<file path="config.mk">
export PLATFORM = sky130hd
export DESIGN_NAME = gerador_quadrado
export DESIGN_NICKNAME = d
export VERILOG_FILES = /design/src/rtl/gerador_quadrado_pkg.sv /design/src/rtl/gerador_quadrado_movimento_eixo.sv /design/src/rtl/gerador_quadrado.sv
export SDC_FILE = /design/constraint.sdc
export NUM_CORES = 1
export LEC_CHECK = 0
export BUFFER_PORTS_ARGS = -buffer_cell sky130_fd_sc_hd__buf_2
export CAP_MARGIN = 10
export CORE_UTILIZATION = 52
export CTS_BUF_LIST = sky130_fd_sc_hd__clkbuf_16
export DETAILED_ROUTE_END_ITERATION = 12
export MAX_ROUTING_LAYER = met4
export PLACE_DENSITY = 0.78
export SLEW_MARGIN = 20
export SYNTH_ARGS = -nofsm -noshare
export SYNTH_HDL_FRONTEND = slang
export SYNTH_SLANG_ARGS = --single-unit
</file>
<file path="constraint.sdc">
create_clock -name clock -period 2.1 [get_ports clock]
set_input_delay 0.105 -clock clock [delete_from_list [all_inputs] [get_ports clock]]
set_output_delay 0.105 -clock clock [all_outputs]
set_load 0.005 [all_outputs]
</file>
<file path="src/rtl/gerador_quadrado_pkg.sv">
// Shared constants, colour type and palette for the bouncing-square generator.
// Palette entries are selected only when GERADOR_QUADRADO_COR_EN is defined.
package gerador_quadrado_pkg;

    localparam int H_RES = 640;
    localparam int V_RES = 480;

    typedef enum logic {POS, NEG} dir_t;

    typedef struct packed {
        logic [9:0] r;
        logic [9:0] g;
        logic [9:0] b;
    } cor_t;

    localparam cor_t COR_FUNDO    = '{r: 10'h111, g: 10'h333, b: 10'h777};
    localparam cor_t COR_BRANCO   = '{r: 10'h3FF, g: 10'h3FF, b: 10'h3FF};
    localparam cor_t COR_VERMELHO = '{r: 10'h3FF, g: 10'h000, b: 10'h000};
    localparam cor_t COR_VERDE    = '{r: 10'h000, g: 10'h3FF, b: 10'h000};
    localparam cor_t COR_AMARELO  = '{r: 10'h3FF, g: 10'h3FF, b: 10'h000};

    function automatic cor_t cor_paleta(input logic [1:0] idx);
        cor_t c;
        case (idx)
            2'd0:    c = COR_BRANCO;
            2'd1:    c = COR_VERMELHO;
            2'd2:    c = COR_VERDE;
            default: c = COR_AMARELO;
        endcase
        return c;
    endfunction

endpackage

</file>
<file path="src/rtl/gerador_quadrado_movimento_eixo.sv">
// One axis of square motion: position and direction, stepped by VEL on each enabled frame.
// Clamps at 0 and RES-TAM and reverses there; bounce_o flags a reversal (GERADOR_QUADRADO_COR_EN).
module movimento_eixo
    import gerador_quadrado_pkg::*;
#(
    parameter int RES     = 640,
    parameter int TAM     = 200,
    parameter int VEL     = 2,
    parameter int POS_INI = 0
) (
    input  logic       clock,
    input  logic       reset_n,
    input  logic       en_i,
    output logic [9:0] pos_o
`ifdef GERADOR_QUADRADO_COR_EN
    ,
    output logic       bounce_o
`endif
);

    localparam logic [10:0] LIMITE = 11'(RES - TAM);
    localparam logic [10:0] PASSO  = 11'(VEL);

    logic [9:0] pos_q, pos_d;
    dir_t       dir_q, dir_d;

    always_ff @(posedge clock) begin
        if (!reset_n) begin
            pos_q <= 10'(POS_INI);
            dir_q <= POS;
        end else begin
            pos_q <= pos_d;
            dir_q <= dir_d;
        end
    end

    // Compares are done one bit wider so pos+VEL cannot wrap past the limit.
    always_comb begin
        pos_d = pos_q;
        dir_d = dir_q;
        if (en_i) begin
            if (dir_q == POS) begin
                if (({1'b0, pos_q} + PASSO) >= LIMITE) begin
                    pos_d = LIMITE[9:0];
                    dir_d = NEG;
                end else begin
                    pos_d = pos_q + PASSO[9:0];
                end
            end else begin
                if ({1'b0, pos_q} <= PASSO) begin
                    pos_d = '0;
                    dir_d = POS;
                end else begin
                    pos_d = pos_q - PASSO[9:0];
                end
            end
        end
    end

    assign pos_o = pos_q;

`ifdef GERADOR_QUADRADO_COR_EN
    assign bounce_o = en_i && (dir_d != dir_q);
`endif

endmodule

</file>
<file path="src/rtl/gerador_quadrado.sv">
// Bouncing square overlay on a VGA pixel stream; paint and syncs are 1 cycle behind the inputs.
// Optional GERADOR_QUADRADO_COR_EN cycles the square colour on every bounce; no backpressure.
module gerador_quadrado
    import gerador_quadrado_pkg::*;
#(
    parameter int TAM = 200,
    parameter int VEL = 2
) (
    input  logic       clock,
    input  logic       reset_n,
    input  logic [9:0] sx,
    input  logic [9:0] sy,
    input  logic       hsync_in,
    input  logic       vsync_in,
    input  logic       de_in,
    input  logic       pausa,
    output logic [9:0] paint_r,
    output logic [9:0] paint_g,
    output logic [9:0] paint_b,
    output logic       hsync_out,
    output logic       vsync_out,
    output logic       de_out
);

    logic       tick;
    logic       mov_en;
    logic [9:0] pos_x, pos_y;
    logic       dentro;
    cor_t       cor_quad;
    cor_t       cor_d, cor_q;
    logic       hsync_q, vsync_q, de_q;

    // First pixel of the first blanking line: once per frame.
    assign tick   = (sx == 10'd0) && (sy == 10'(V_RES));
    assign mov_en = tick && !pausa;

`ifdef GERADOR_QUADRADO_COR_EN
    logic       bounce_x, bounce_y;
    logic [1:0] idx_q, idx_d;
`endif

    movimento_eixo #(.RES(H_RES), .TAM(TAM), .VEL(VEL), .POS_INI(220)) u_eixo_x (
        .clock   (clock),
        .reset_n (reset_n),
        .en_i    (mov_en),
        .pos_o   (pos_x)
`ifdef GERADOR_QUADRADO_COR_EN
        ,
        .bounce_o(bounce_x)
`endif
    );

    movimento_eixo #(.RES(V_RES), .TAM(TAM), .VEL(VEL), .POS_INI(140)) u_eixo_y (
        .clock   (clock),
        .reset_n (reset_n),
        .en_i    (mov_en),
        .pos_o   (pos_y)
`ifdef GERADOR_QUADRADO_COR_EN
        ,
        .bounce_o(bounce_y)
`endif
    );

`ifdef GERADOR_QUADRADO_COR_EN
    // A corner hit reverses both axes but advances the colour only once.
    assign idx_d = idx_q + {1'b0, bounce_x | bounce_y};

    always_ff @(posedge clock) begin
        if (!reset_n) begin
            idx_q <= '0;
        end else begin
            idx_q <= idx_d;
        end
    end

    assign cor_quad = cor_paleta(idx_q);
`else
    assign cor_quad = COR_BRANCO;
`endif

    assign dentro = ({1'b0, sx} >= {1'b0, pos_x}) && ({1'b0, sx} < ({1'b0, pos_x} + 11'(TAM))) &&
                    ({1'b0, sy} >= {1'b0, pos_y}) && ({1'b0, sy} < ({1'b0, pos_y} + 11'(TAM)));

    always_comb begin
        cor_d = '0;
        if (de_in) begin
            cor_d = dentro ? cor_quad : COR_FUNDO;
        end
    end

    always_ff @(posedge clock) begin
        if (!reset_n) begin
            cor_q   <= '0;
            hsync_q <= 1'b1;
            vsync_q <= 1'b1;
            de_q    <= 1'b0;
        end else begin
            cor_q   <= cor_d;
            hsync_q <= hsync_in;
            vsync_q <= vsync_in;
            de_q    <= de_in;
        end
    end

    assign paint_r   = cor_q.r;
    assign paint_g   = cor_q.g;
    assign paint_b   = cor_q.b;
    assign hsync_out = hsync_q;
    assign vsync_out = vsync_q;
    assign de_out    = de_q;

endmodule

</file>
==> out/qor.csv <==
stage,metric,value,unit
global_route,routing usage on met2,0.4958,
timing,Relative slew margins,0.6451,
synthesis,"EDFF count, synth",0,
synthesis,Synth area leaders,"ha_1 16%, dfxtp_1 15%, buf_4 7.2%",
finish,FILL cells,493,
timing,Hold WS,0.02460,ns
clock_tree,H-tree levels,1,
global_route,pin count of the biggest net entering global routing,21,
synthesis,largest area contributor in the netlist,ha_1,
synthesis,post-synthesis adder-cell area fraction,0.1627,
synthesis,register area share after synthesis,0.1550,
placed_design,dpl cells,571,
clock_tree,# hold bufs at CTS,0,
synthesis,Synth Area in Simple Gates,0.2278,
global_route,vias in the first global route,3291,
placed_design,hpwl dp,6810,µm
detailed_routing,final wirelength,8832,µm
finish,FF/Latch Area,515.5,µm²
finish,antenna cell count,0,
timing,RSZ-0062 raised after global routing,true,
pwr,share of power burned in registers,0.455,
synthesis,Synth top area share,0.1627,
clock_tree,clock transition at the registers of the reported paths,0.07,ns
detailed_routing,via count,3514,
synthesis,Yosys warnings,0,
timing,setup violation total in the final timing report,1,
worst_setup_path,worst reg2reg path depth,9,
pwr,Int Pwr,0.8049,mW
pwr,P_leak,1.724,nW
floorplan,die extent in x,80.81,µm
job,max-capacitance violation count,0,
worst_setup_path,CP Max Fanout,5,
placed_design,Post-Place Setup Slack,-0.1912,ns
global_route,global routing's busiest layer,met2,
finish,Area Growth Syn to Fin,22.82,%
worst_setup_path,"slowest stage delay, CP",0.35,ns
min_path,Hold Crit Endpoint,hsync_out,
synthesis,compound-cell area share of the yosys netlist,0.2786,
detailed_routing,vias per cell,6.038,
pwr,clock power share,0.407,
run_status,status,finished with violations,
synthesis,synth unique cells,69,
worst_setup_path,Setup crit start,u_eixo_y.pos_o[3],
finish,"commonest non-fill, non-tap cell in the layout",buf_2,
clock_tree,maximum clock path buffer count,2,
synthesis,"Primary FF master, synth",dfxtp_1,
detailed_routing,Post-DRT Antenna Nets,0,
run_status,failing checks,negative setup slack,
finish,area occupied by multi-input gates,2385,µm²
clock_tree,clk_lat worst skew,0.26,ns
worst_setup_path,Critical Setup Path Class,reg -> reg,
synthesis,asr flop ratio synth,0,
pwr,Max IR drop VDD,298.8,µV
global_route,Total Routing Usage GR,0.2837,
global_route,global-route wire length before repair,14300,µm
placed_design,port bufs,58,
min_path,HP Class,in -> reg,
synthesis,Syn Inst Count,436,
global_route,initial antenna violation count,0,
finish,final cell count without fillers,582,
clock_tree,Num CTS Buffers,3,
worst_setup_path,crit-path cells,ha_2 > buf_4 > xnor2_2 > ha_1 > a21o_1 > a2111oi_2 > a211o_1 > o211ai_1 > nor3_1,
worst_setup_path,RR Startpoint,u_eixo_y.pos_o[3],
worst_setup_path,CP required,2.29,ns
detailed_routing,routed len/inst,15.18,µm
worst_setup_path,Worst path slowest cell,a2111oi_2,
timing,fin crit share,1.007,
pwr,PwrDens,266.7,nW/µm²
worst_setup_path,startpoint types,flip-flop,
worst_setup_path,WP data arrival,2.30,ns
timing,"Hold Vio Cnt, Final",0,
synthesis,largest family of logic cells by synthesized area,compound AO/OA/AOI/OAI gates,
floorplan,Starting Density,0.5422,
placed_design,Placer Congestion,0.9621,
finish,nets@finish,576,
global_route,gr ovfl total,0,
synthesis,Syn Std Cell Area,3229,µm²
min_path,hold depth,2,
synthesis,Mean Syn Cell Area,7.407,µm²
clock_tree,clk sinks,25,
timing,post-route setup slack,-0.01441,ns
finish,most frequent cells in the layout,"59 x buf_2, 58 x buf_4, 39 x ha_1",
synthesis,Post-Synth XOR/XNOR Area,0.03255,
timing,minimum clock period,2.114,ns
worst_setup_path,worst r2r dst,paint_r[7],
pwr,Sw Share,0.2391,
synthesis,mux contribution to synthesized area,0.003487,
worst_setup_path,reg2reg setup slack,-0.01,ns
detailed_routing,Remaining DRCs,0,
synthesis,syn_nets,504,
timing,clock skew,0.003021,ns
detailed_routing,DR pass1 iterations,5,
floorplan,Die Y-Extent,80.81,µm
pwr,Comb pwr share,0.138,
worst_setup_path,CP endpoint kind,flip-flop,
finish,"Core Util, Final",0.6660,
floorplan,IO Pins,59,
global_route,met3 usage,0.03258,
clock_tree,CTS Root Buffer Type,clkbuf_16,
clock_tree,CTS tree,built,
synthesis,"FF+latch count, synth",25,
timing,Worst-Margin Slew,0.5317,ns
timing,Peak Freq,0.4729,GHz
min_path,hold_sp,hsync_in,
timing,"Slew Viols, Final",0,
pwr,switching power,0.2529,mW
detailed_routing,DRT iter0 DRCs,205,
global_route,met1 global-route usage,0.3124,
floorplan,core area,5956,µm²
floorplan,Cell Rows,28,
floorplan,die area,6529,µm²
finish,fraction of layout cells with a size suffix above 1,0.3235,
-- state kept, by name, indices dropped and copies added (netlist names) --
register and flops:
vsync_out 1, de_out 1, u_eixo_y.pos_o 9, paint_r 2, hsync_out 1, u_eixo_x.pos_o 9
u_eixo_x.dir_q 1, u_eixo_y.dir_q 1
-- how the worst max path moves through the flow --
stage                        end  slack [ns]  cells after the start
6_report              paint_r[7]       -0.01                      9
5_1_grt        u_eixo_y.pos_o[4]        -0.1                      6
4_1_cts               paint_r[7]       -0.02                      9
3_5_place_dp          paint_r[7]       -0.19                     11
3_3_place_gp   u_eixo_x.pos_o[3]       -0.05                      7
2_1_floorplan  u_eixo_y.pos_o[3]       -0.02                      7
-- what timing repair did --
action	4_1_cts	5_1_grt
gates cloned	0	1
pin swaps	2	6
gates resized for setup	11	32
buffers inserted	0	6
endpoints found under the setup margin	8	19
-- cells in the mapped netlist, types with 2 or more instances --
cell	instances
a211o_1	3
nand2_1	38
nand2b_1	5
and4_1	2
nor3_1	7
a211oi_1	4
or3_1	6
and3b_1	2
a2111oi_0	4
clkbuf_1	16
o31ai_1	6
o221ai_1	3
buf_6	3
o32a_1	2
nand3_1	20
ha_1	42
and2_1	3
and3_1	3
inv_1	26
a32o_1	3
o32ai_1	2
nand4_1	8
o21ai_0	30
o21a_1	7
nor2b_1	2
a21o_1	2
xor2_1	2
buf_2	4
xnor2_1	10
a32oi_1	2
nand4b_1	2
a21oi_1	34
buf_4	31
nor2_1	27
nor4_1	8
a31oi_1	4
or4_1	4
o211ai_1	2
o22ai_1	3
dfxtp_1	25
-- layout make-up --
type,count,area share
repair buffers,122,0.1994
well taps,75,0.02366
clock buffers,3,0.01893
flip-flops and latches,25,0.1300
multi-input cells,329,0.6013
clock inverters,1,0.001262
inverters,27,0.02555
-- layer usage --
layer,up-vias,share of wire
li1,1730,-
met1,1622,0.42
met2,137,0.49
met3,25,0.052
met4,0,0.038
met5,-,0
-- power by group through the flow --
stage	combinational [mW]	sequential (mW)	clock (mW)
floorplan	0.0972	0.495	0
global placement	0.137	0.494	0
detailed placement	0.143	0.494	0
CTS	0.146	0.483	0.440
global route	0.166	0.483	0.457
finish	0.146	0.482	0.430
-- metrics by stage --
step	total power, mW	instance area (µm²)	setup TNS, ns
final	1.058	3966	-0.01441
after global placement	0.6305	3695	-0.1170
after CTS	1.069	3819	-0.02153
after global routing	1.105	3966	-0.5265
after floorplan	0.5926	3233	-0.03673
after detailed placement	0.6371	3695	-0.3920
-- critical path: cells and delay by family, from the launching register on --
family / cells / cell delay (ns)
xor+xnor: 1 / 0.13
compound gates: 4 / 0.80
buf+inv: 1 / 0.15
fa+ha+maj: 2 / 0.49
flops: 1 / 0.34
simple gates: 1 / 0.13
-- logic make-up after synthesis --
kind of cell,after synthesis
XOR/XNOR,12
AND/OR/NAND/NOR,143
multiplexers,1
adder cells (fa/ha/maj),42
AO/OA/AOI/OAI,131
flip-flops,25
buffers and inverters,82
Note: power is estimated with default switching activity, not from simulation.
